$ cat src/rtl/pe_array_ctrl_pkg.sv
// Shared PE-array types: modes, stage broadcast, PE input packet and the
// sequencer state encoding.
package pe_pkg;
  localparam int IFDATA_SIZE    = 8;
  localparam int WDATA_SIZE     = 8;
  localparam int L1_FILTER_SIZE = 3;
  localparam int L2_FILTER_SIZE = 5;
  localparam int L3_FILTER_SIZE = 7;
  localparam int L4_FILTER_SIZE = 9;
  localparam int IDX_W          = 5;

  typedef enum logic [1:0] {MODE1, MODE2, MODE3, MODE4} OP_MODE;
  typedef enum logic [1:0] {IDLE, LOAD_FILTER, CONV} OP_STAGE;

  typedef struct packed {
    logic                     valid;
    logic [IDX_W-1:0]         packet_idx;
    logic [4*IFDATA_SIZE-1:0] data;
  } PE_IN_PACKET;

  typedef enum logic [2:0] {S_IDLE, S_CFG, S_LOAD, S_CONV, S_DONE, S_ERR} CTRL_STATE;

  // Stage seen by the PEs; every non-streaming state broadcasts IDLE.
  function automatic OP_STAGE stage_of(input CTRL_STATE s);
    case (s)
      S_LOAD:  return LOAD_FILTER;
      S_CONV:  return CONV;
      default: return IDLE;
    endcase
  endfunction
endpackage

$ cat src/rtl/pe_array_ctrl_if.sv
// Global-buffer read port feeding the PE array sequencer (valid/ready).
interface pe_array_ctrl_if import pe_pkg::*; ();
  logic                     src_valid;
  logic [4*IFDATA_SIZE-1:0] src_data;
  logic [IDX_W-1:0]         src_idx;
  logic                     src_ready;

  modport master (output src_valid, src_data, src_idx, input src_ready);
  modport slave  (input src_valid, src_data, src_idx, output src_ready);
endinterface

$ cat src/rtl/pe_array_ctrl_credit.sv
// Per-destination scratch-pad credit counters; flags a return into a full counter.
module pe_credit_tracker #(
  parameter int NUM_IDX     = 16,
  parameter int PE_SECTIONS = 3
) (
  input  logic               clk,
  input  logic               rst,
  input  logic [NUM_IDX-1:0] consume_i,
  input  logic [NUM_IDX-1:0] ret_i,
  output logic [NUM_IDX-1:0] avail_o,
  output logic               ovf_o
);
  localparam int CW = $clog2(PE_SECTIONS + 1);
  localparam logic [CW-1:0] FULL = CW'(PE_SECTIONS);

  logic [NUM_IDX-1:0] ovf;

  for (genvar i = 0; i < NUM_IDX; i++) begin : g_cred
    logic [CW-1:0] cred_q, cred_d;
    logic          of;

    // Consume and return on the same index cancel out.
    always_comb begin
      cred_d = cred_q;
      of     = 1'b0;
      if (consume_i[i] && !ret_i[i]) begin
        if (cred_q != '0) cred_d = cred_q - 1'b1;
      end else if (ret_i[i] && !consume_i[i]) begin
        if (cred_q == FULL) of = 1'b1;
        else                cred_d = cred_q + 1'b1;
      end
    end

    always_ff @(posedge clk or negedge rst) begin
      if (!rst) cred_q <= FULL;
      else      cred_q <= cred_d;
    end

    assign avail_o[i] = (cred_q != '0);
    assign ovf[i]     = of;
  end

  assign ovf_o = |ovf;
endmodule

$ cat src/rtl/pe_array_ctrl.sv
// PE array sequencer: loads the job mode, streams filter packets, then ifmap
// packets under per-destination credit flow control.
module pe_array_ctrl import pe_pkg::*; #(
  parameter int NUM_IDX     = 16,
  parameter int PE_SECTIONS = 3,
  parameter int CNT_W       = 16
) (
  input  logic               clk,
  input  logic               rst,
  input  logic               start,
  input  OP_MODE             mode_in,
  input  logic [CNT_W-1:0]   filter_cnt_in,
  input  logic [CNT_W-1:0]   ifmap_cnt_in,
  pe_array_ctrl_if.slave     src,
  input  logic [NUM_IDX-1:0] sec_free,
  input  logic               pe_error,
  output OP_MODE             mode,
  output logic               change_mode,
  output OP_STAGE            op_stage,
  output PE_IN_PACKET        pe_packet,
  output logic               busy,
  output logic               done,
  output logic               err
);
  localparam int IDX_SPAN = 1 << IDX_W;

  CTRL_STATE          state_q, state_d;
  OP_MODE             mode_q, mode_d;
  logic [CNT_W-1:0]   fcnt_q, fcnt_d, icnt_q, icnt_d, acc_q, acc_d;
  PE_IN_PACKET        pkt_q, pkt_d;

  logic [IDX_SPAN-1:0] idx_oh, avail_pad;
  logic [NUM_IDX-1:0]  avail, consume;
  logic                ovf, credit_ok, idx_bad, conv_open, accept;

  // One-hot destination over the full idx space so out-of-range idx is visible.
  assign idx_oh    = IDX_SPAN'(1) << src.src_idx;
  assign avail_pad = IDX_SPAN'(avail);
  assign credit_ok = |(idx_oh & avail_pad);
  assign idx_bad   = |(idx_oh & ~IDX_SPAN'({NUM_IDX{1'b1}}));

  assign conv_open     = (state_q == S_CONV) && (acc_q != icnt_q);
  assign src.src_ready = !pe_error && ((state_q == S_LOAD) || (conv_open && credit_ok));
  assign accept        = src.src_valid && src.src_ready;
  assign consume       = idx_oh[NUM_IDX-1:0] & {NUM_IDX{accept && (state_q == S_CONV)}};

  pe_credit_tracker #(.NUM_IDX(NUM_IDX), .PE_SECTIONS(PE_SECTIONS)) u_credit (
    .clk       (clk),
    .rst       (rst),
    .consume_i (consume),
    .ret_i     (sec_free),
    .avail_o   (avail),
    .ovf_o     (ovf)
  );

  always_comb begin
    state_d     = state_q;
    mode_d      = mode_q;
    fcnt_d      = fcnt_q;
    icnt_d      = icnt_q;
    acc_d       = acc_q;
    change_mode = 1'b0;
    done        = 1'b0;
    case (state_q)
      S_IDLE: if (start) begin
        mode_d  = mode_in;
        fcnt_d  = filter_cnt_in;
        icnt_d  = ifmap_cnt_in;
        acc_d   = '0;
        state_d = S_CFG;
      end
      S_CFG: begin
        change_mode = 1'b1;
        state_d     = (fcnt_q == '0) ? S_CONV : S_LOAD;
      end
      S_LOAD: if (accept) begin
        if (acc_q == fcnt_q - 1'b1) begin
          acc_d   = '0;
          state_d = S_CONV;
        end else begin
          acc_d = acc_q + 1'b1;
        end
      end
      S_CONV: begin
        // Leave one cycle after the last accept so its broadcast stays in CONV.
        if (accept) acc_d = acc_q + 1'b1;
        if (acc_q == icnt_q) state_d = S_DONE;
        if (src.src_valid && idx_bad) state_d = S_ERR;
      end
      S_DONE: begin
        done    = 1'b1;
        state_d = S_IDLE;
      end
      S_ERR:   state_d = S_ERR;
      default: state_d = S_ERR;
    endcase
    if (pe_error || ovf) state_d = S_ERR;
  end

  // A handshake coinciding with a credit violation is dropped, not broadcast.
  always_comb begin
    pkt_d       = pkt_q;
    pkt_d.valid = 1'b0;
    if (accept && !ovf) begin
      pkt_d.valid      = 1'b1;
      pkt_d.packet_idx = src.src_idx;
      pkt_d.data       = src.src_data;
    end
  end

  always_ff @(posedge clk or negedge rst) begin
    if (!rst) begin
      state_q <= S_IDLE;
      mode_q  <= MODE1;
      fcnt_q  <= '0;
      icnt_q  <= '0;
      acc_q   <= '0;
      pkt_q   <= '0;
    end else begin
      state_q <= state_d;
      mode_q  <= mode_d;
      fcnt_q  <= fcnt_d;
      icnt_q  <= icnt_d;
      acc_q   <= acc_d;
      pkt_q   <= pkt_d;
    end
  end

  assign mode      = mode_q;
  assign op_stage  = stage_of(state_q);
  assign pe_packet = pkt_q;
  assign busy      = (state_q != S_IDLE);
  assign err       = (state_q == S_ERR);
endmodule

$ cat src/flat_wrapper.sv
// flat-port wrapper written by rule: the top's interface ports become plain ports
module pe_array_ctrl_flat import pe_pkg::*;
#(
  parameter int NUM_IDX     = 16,
  parameter int PE_SECTIONS = 3,
  parameter int CNT_W       = 16
)
  (clk, rst, start, mode_in, filter_cnt_in, ifmap_cnt_in, sec_free, pe_error, mode, change_mode, op_stage, pe_packet, busy, done, err, src_src_valid, src_src_data, src_src_idx, src_src_ready);
  pe_array_ctrl_if src_i ();
  input  logic clk;
  input  logic rst;
  input  logic start;
  input  OP_MODE mode_in;
  input  logic [CNT_W-1:0] filter_cnt_in;
  input  logic [CNT_W-1:0] ifmap_cnt_in;
  input  logic [NUM_IDX-1:0] sec_free;
  input  logic pe_error;
  output OP_MODE mode;
  output logic change_mode;
  output OP_STAGE op_stage;
  output PE_IN_PACKET pe_packet;
  output logic busy;
  output logic done;
  output logic err;
  input wire logic [$bits(src_i.src_valid)-1:0] src_src_valid;
  input wire logic [$bits(src_i.src_data)-1:0] src_src_data;
  input wire logic [$bits(src_i.src_idx)-1:0] src_src_idx;
  output wire logic [$bits(src_i.src_ready)-1:0] src_src_ready;
  assign src_i.src_valid = src_src_valid;
  assign src_i.src_data = src_src_data;
  assign src_i.src_idx = src_src_idx;
  assign src_src_ready = src_i.src_ready;
  pe_array_ctrl #(.NUM_IDX(NUM_IDX), .PE_SECTIONS(PE_SECTIONS), .CNT_W(CNT_W)) u_core (.clk(clk), .rst(rst), .start(start), .mode_in(mode_in), .filter_cnt_in(filter_cnt_in), .ifmap_cnt_in(ifmap_cnt_in), .src(src_i), .sec_free(sec_free), .pe_error(pe_error), .mode(mode), .change_mode(change_mode), .op_stage(op_stage), .pe_packet(pe_packet), .busy(busy), .done(done), .err(err));
endmodule
$ cat config.mk
export PLATFORM = sky130hd
export DESIGN_NAME = pe_array_ctrl_flat
export DESIGN_NICKNAME = d
export VERILOG_FILES = /design/src/rtl/pe_array_ctrl_pkg.sv /design/src/rtl/pe_array_ctrl_if.sv /design/src/rtl/pe_array_ctrl_credit.sv /design/src/rtl/pe_array_ctrl.sv /design/src/flat_wrapper.sv
export SDC_FILE = /design/constraint.sdc
export NUM_CORES = 1
export LEC_CHECK = 0
export CAP_MARGIN = 20
export CORE_ASPECT_RATIO = 1.1
export CORE_MARGIN = 2
export CORE_UTILIZATION = 33
export CTS_CLUSTER_SIZE = 12
export DETAILED_ROUTE_END_ITERATION = 12
export GPL_TIMING_DRIVEN = 1
export MAX_ROUTING_LAYER = met4
export PLACE_DENSITY = 0.59
export SETUP_SLACK_MARGIN = 0.4
export SLEW_MARGIN = 15
export SYNTH_ARGS = -nofsm -noshare
export SYNTH_HDL_FRONTEND = slang
export SYNTH_SLANG_ARGS = --single-unit
$ cat constraint.sdc
create_clock -name clk -period 5 [get_ports clk]
set_input_delay 1.5 -clock clk [delete_from_list [all_inputs] [get_ports clk]]
set_output_delay 1.5 -clock clk [all_outputs]
set_load 0.01 [all_outputs]
# Yosys cells after proc, flatten, opt, wreduce, memory -nomap -nowiden

Cells that the tools add are included.
Widths: inputs -> output; s select.

Bits in registers: 123
Latch bits: 0
Memory bits (writable): 0
ROM bits: 0
Memories kept: 0

Add/sub/neg operators: 34
Multiply operators: 0
Div/mod/pow operators: 0
Magnitude comparators: 0
Eq/ne operators: 63
Shift-type cells: 1
Multiplexer cells: 129
Bitwise logic cells: 2
Reductions and logical operators: 133

Operators with widths:

| cell                  | count |
|---|---|
| $mux 2                | 64 |
| $mux 16               | 4 |
| $reduce_bool 2->1     | 32 |
| $mux 1                | 51 |
| $pmux 16 s3           | 1 |
| $reduce_and 3->1      | 16 |
| $logic_and 1x1->1     | 39 |
| $mux 38               | 1 |
| $ne 2x1->1 const B    | 18 |
| $logic_not 1->1       | 34 |
| $ne 2x2->1 const B    | 17 |
| $add 2x1->2 const B   | 16 |
| $and 32x16->32        | 1 |
| $eq 16x16->1          | 2 |
| $eq 2x2->1 const B    | 16 |
| $reduce_or 16->1      | 2 |
| $reduce_or 32->1      | 1 |
| $shl 1x5->32 const A  | 1 |
| $sub 2x1->2 const B   | 16 |
| $mux 3                | 6 |
| $add 16x1->16 const B | 1 |
| $and 16x16->16        | 1 |
| $logic_not 16->1      | 1 |
| $ne 16x16->1          | 1 |
| other kinds (14)      | 20 |

# Longest topological paths before layout

Word-level depth: 17
Depth in mapped cells: 19
Mapped depth without buffers: 16

# Modules after synthesis

From an unflattened synthesis, not the netlist that was laid out.

Cell total of the unflattened synthesis: 713
Area, all modules: 7220.7 µm²

By module, submodules not included:

| module            | instances | cells an instance | area each (µm²) |
|---|---|---|---|
| pe_array_ctrl     | 1         | 449               | 4938.5 |
| pe_credit_tracker | 1         | 264               | 2282.2 |

# Worst setup path before layout

Ideal clock, no wire load.

Path type: input to register
Start: in src_src_idx[2]
End: reg u_core.pkt_q (netlist bit u_core.pe_packet[23])
Library setup time: 125 ps
Data arrival time: 5124 ps
Required time: 4875 ps
Slack: -249 ps
Cell stages on the path: 19
Buffers on the path: 3
Path through: clkbuf_1 nor2b_1 o21ai_0 o311a_1 o221ai_1 o2111ai_1 or3_1 or3_1 inv_1 ha_1 inv_1 nand4_1 nand4_1 nor4_1 nand2_1 a21oi_1 buf_2 buf_2 mux2_2

Longest elaborated chain between the ends: 16
Elaborated cells between the ends (all ways): 92
Those cells by class: shift (1); mux (32); bitwise (2); reduce/logical (57)

RTL lines:

| element               | RTL line                   | source |
|---|---|---|
| from (decl)           | flat_wrapper.sv:27         | `input wire logic [$bits(src_i.src_idx)-1:0] src_src_idx;` |
| $shl 1x5->32 (*)      | pe_array_ctrl.sv:37        | `assign idx_oh = IDX_SPAN'(1) << src.src_idx;` |
| $and 32x16->32        | pe_array_ctrl.sv:39        | `assign credit_ok = \|(idx_oh & avail_pad);` |
| $reduce_or 32->1      | pe_array_ctrl.sv:39        |  |
| $logic_and 1x1->1     | pe_array_ctrl.sv:43        | `assign src.src_ready = !pe_error && ((state_q == S_LOAD) \|\| (conv_open && credit_ok));` |
| $logic_or 1x1->1      | pe_array_ctrl.sv:43        |  |
| $logic_and 1x1->1     | pe_array_ctrl.sv:43        |  |
| $logic_and 1x1->1     | pe_array_ctrl.sv:44        | `assign accept = src.src_valid && src.src_ready;` |
| $logic_and 1x1->1     | pe_array_ctrl.sv:45        | `assign consume = idx_oh[NUM_IDX-1:0] & {NUM_IDX{accept && (state_q == S_CONV)}};` |
| $and 16x16->16        | pe_array_ctrl.sv:45        |  |
| $logic_not 1->1       | pe_array_ctrl_credit.sv:28 | `end else if (ret_i[i] && !consume_i[i]) begin` |
| $logic_and 1x1->1     | pe_array_ctrl_credit.sv:28 |  |
| $mux 1                | pe_array_ctrl_credit.sv:28 |  |
| $mux 1                | pe_array_ctrl_credit.sv:26 | `if (consume_i[i] && !ret_i[i]) begin` |
| $reduce_or 16->1      | pe_array_ctrl_credit.sv:43 | `assign ovf_o = \|ovf;` |
| $logic_not 1->1       | pe_array_ctrl.sv:104       | `if (accept && !ovf) begin` |
| $logic_and 1x1->1 (*) | pe_array_ctrl.sv:104       |  |
| to (signal assigned)  | pe_array_ctrl.sv:125       | `pkt_q <= pkt_d;` |
| to (decl)             | pe_array_ctrl.sv:30        | `PE_IN_PACKET pkt_q, pkt_d;` |

Every way passes the cells marked *; elsewhere a longest branch is shown, timed or not.
A chain may end at the register's enable or synchronous reset.

# Worst setup path in the final report

Start: in src_src_idx[0]
End: reg u_core.pkt_q (netlist bit u_core.pe_packet[25])

The elaborated chain is that of the path after synthesis.

==> metrics <==
status complete, no violations; TritonCTS buffer count 17; nets 1110; Die W 146 um; CTS root buf clkbuf_16; R2R Setup Slk 0.81 ns; Seq cells post-synth 123; Reg2Reg Depth 19; CP startpoint src_src_idx[0]; Final Cell Area 10800 um^2; core area 22000 um^2; DRT iter0 DRCs 239; most frequent cells in the layout clkdlybuf4s50_1, dfrtp_1, nand2_1, buf_4, inv_1; H-Tree Depth 4; # rows 57; VDD IR max 212 uV; count of flip-flops with a built-in enable after synthesis 0; commonest non-fill, non-tap cell in the layout clkdlybuf4s50_1; # fillers 2084; worst-margin pin slew 1.00 ns; Setup CP Type in2reg; Comb pwr share 0.140; critical path data arrival time 5.18 ns; Synth top area share 0.310; Skew-Pair Late Insertion Delay 0.42 ns; RSZ-0062 raised after global routing true; Final HPWL DP 14500 um; slew margin rel. 0.329; crit-path max FO 5; Worst Path Required 5.30 ns; final worst setup slack 0.121 ns; Seq pwr share 0.398; share of layout cells above drive strength 1 0.301; syn nets 896; max frequency 205 MHz; final-report setup violation count 0; yosys warns 0; DP Worst Slack -0.643 ns; Post-synth ARST share 1.00; Syn Area/Cell 9.56 um^2; Switch Pwr 740 uW; TritonCTS clock tree yes; GRT Residual Overflow 0; drt pass-1 iters 5; clock skew 0.00747 ns; ranking of synthesized cells by area dfrtp_1, dfstp_2, mux2_2, ha_1, nand2_1; worst min path class reg2reg; Slew Limit Fails 0; max_cap viols 0; die area 23500 um^2; worst r2r dst u_core.pe_packet[25]; I/O Pins 139; port bufs 138; dominant synthesized flop cell dfrtp_1; Tcrit/Tclk final 0.976; cell area power density 267 nW/um^2; largest net degree at the start of global routing 76; first-pass GRT wire length 32800 um; static leakage 4.75 nW; diode count 0; worst r2r src u_core.state_q[1]; switching portion of total power 0.256; DRC 0; post-synth cell types 62; post-route ant nets 0; fin cells 1291; Longest Clk Path Bufs 2; Starting Density 0.335; Mapped Area 7350 um^2; PnR Total Power 2.89 mW; Clock Power Share 0.462; vias per cell 4.97; post-synthesis cell count 769; total number of vias 6415; Final Hold Fails 0; CP endpoint kind flip-flop; total global routing track utilization 0.182; CTS sink cnt 123; DP Area 9620 um^2; Die H 161 um; antenna violations before repair 0; placed cell count 1228; Worst setup endpoint u_core.pe_packet[25]; sequential-to-total area share from yosys stat 0.424; CTS clk-pin slew, worst paths 0.06 ns; Startpoint Class primary input; GPL Wtd Cong 0.813; Int Power 2.15 mW; drt total wl 20400 um; average wire per standard cell 15.8 um; min Tclk post-route 4.88 ns; number of global-route vias before repair 6282; Synth-to-Final Area Change 47.6%; cell taking the most area after synthesis dfrtp_1
==> how the worst min path moves through the flow <==
stage                                          from                                   end  slack (ns)  cells past startpoint
3_3_place_gp    u_core.u_credit.g_cred[0].cred_q[1]   u_core.u_credit.g_cred[0].cred_q[0]        0.49                      2
6_report        u_core.u_credit.g_cred[1].cred_q[1]   u_core.u_credit.g_cred[1].cred_q[1]        0.50                      2
5_1_grt                              u_core.mode[0]                        u_core.mode[0]        0.52                      1
2_1_floorplan  u_core.u_credit.g_cred[13].cred_q[1]  u_core.u_credit.g_cred[13].cred_q[0]        0.47                      2
3_5_place_dp   u_core.u_credit.g_cred[12].cred_q[1]  u_core.u_credit.g_cred[12].cred_q[0]        0.49                      2
4_1_cts         u_core.u_credit.g_cred[1].cred_q[1]   u_core.u_credit.g_cred[1].cred_q[1]        0.50                      2
==> routing by layer <==
metal  vias to the layer above  share of wire  GRT usage
met2                       109           0.51      0.308
met5                         -              0          -
met3                        22          0.039     0.0420
met1                      3163           0.43      0.222
met4                         0          0.012     0.0402
li1                       3121              -          -
==> synth_stat cells (4+ instances only) <==
cell type,count
nor3_1,21
buf_2,10
clkbuf_1,19
nor3b_1,6
mux2i_1,4
xor2_1,14
o21ai_0,61
xnor2_1,17
nor2_1,39
mux2_2,69
or3_1,5
nor2b_1,13
nand2b_1,7
o21bai_1,5
nand3_1,23
ha_1,35
dfstp_2,32
nand2_1,83
or2_2,4
dfrtp_1,91
nand4_1,25
inv_1,72
o22ai_1,5
o22ai_2,11
a31oi_1,4
a21oi_1,31
nor4_1,12
==> metrics by stage <==
step	hold WS [ns]	util	setup TNS, ns
floorplan	0.471	-	0
global placement	0.486	0.438	-22.62
detailed placement	0.493	0.438	-24.52
CTS	0.504	0.486	0
global route	0.521	0.494	-0.352
finish	0.500	0.494	0
==> critical path: stages <==
cell	delay, ns
buf_6	0.09
buf_6	0.12
buf_6	0.11
o21bai_4	0.17
o22ai_1	0.13
a31oi_1	0.13
o221ai_2	0.21
o2111ai_2	0.22
or3_4	0.45
or2_4	0.25
inv_4	0.06
ha_4	0.13
inv_2	0.03
nand4_1	0.08
nand4_1	0.16
nor4_4	0.32
nand2_2	0.10
a21oi_4	0.16
buf_12	0.12
buf_6	0.09
buf_12	0.11
buf_16	0.12
mux2_4	0.29
==> flip-flops by register name, indices dropped and copies added (netlist names) <==
register and count:
u_core.state_q 3, u_core.u_credit.g_cred.cred_q 32, u_core.acc_q 16, u_core.mode 2
u_core.fcnt_q 16, u_core.pe_packet 38, u_core.icnt_q 16
==> layout make-up <==
class / count / area [um^2] / area share
Multi-Input combinational cell: 542 / 4190 / 0.386
Clock inverter: 14 / 191 / 0.0176
Sequential cell: 123 / 3120 / 0.287
Timing Repair Buffer: 227 / 2270 / 0.209
Clock buffer: 18 / 439 / 0.0405
Inverter: 72 / 273 / 0.0251
Tap cell: 295 / 369 / 0.0340
==> power groups by stage <==
stage	Sequential, mW	Combinational, mW	Clock, mW
floorplan	1.14	0.216	0
global placement	1.17	0.379	0
detailed placement	1.17	0.383	0
CTS	1.15	0.398	1.36
global route	1.16	0.445	1.41
finish	1.15	0.404	1.34
==> timing repair <==
action / CTS / global route
hold buffers: 0 / 0
cloned: 4 / 1
setup buffers: 21 / 5
endpoints found under the setup margin: 42 / 42
pin swaps: 18 / 20
gates resized for setup: 62 / 26
==> logic make-up after synthesis <==
group,Yosys count,share of synthesized area
adder cells (fa/ha/maj),35,0.0596
multiplexers,73,0.111
flip-flops,123,0.424
AO/OA/AOI/OAI,145,0.128
AND/OR/NAND/NOR,257,0.179
buffers and inverters,104,0.0579
XOR/XNOR,32,0.0402
(Power assumes the default switching activity.)
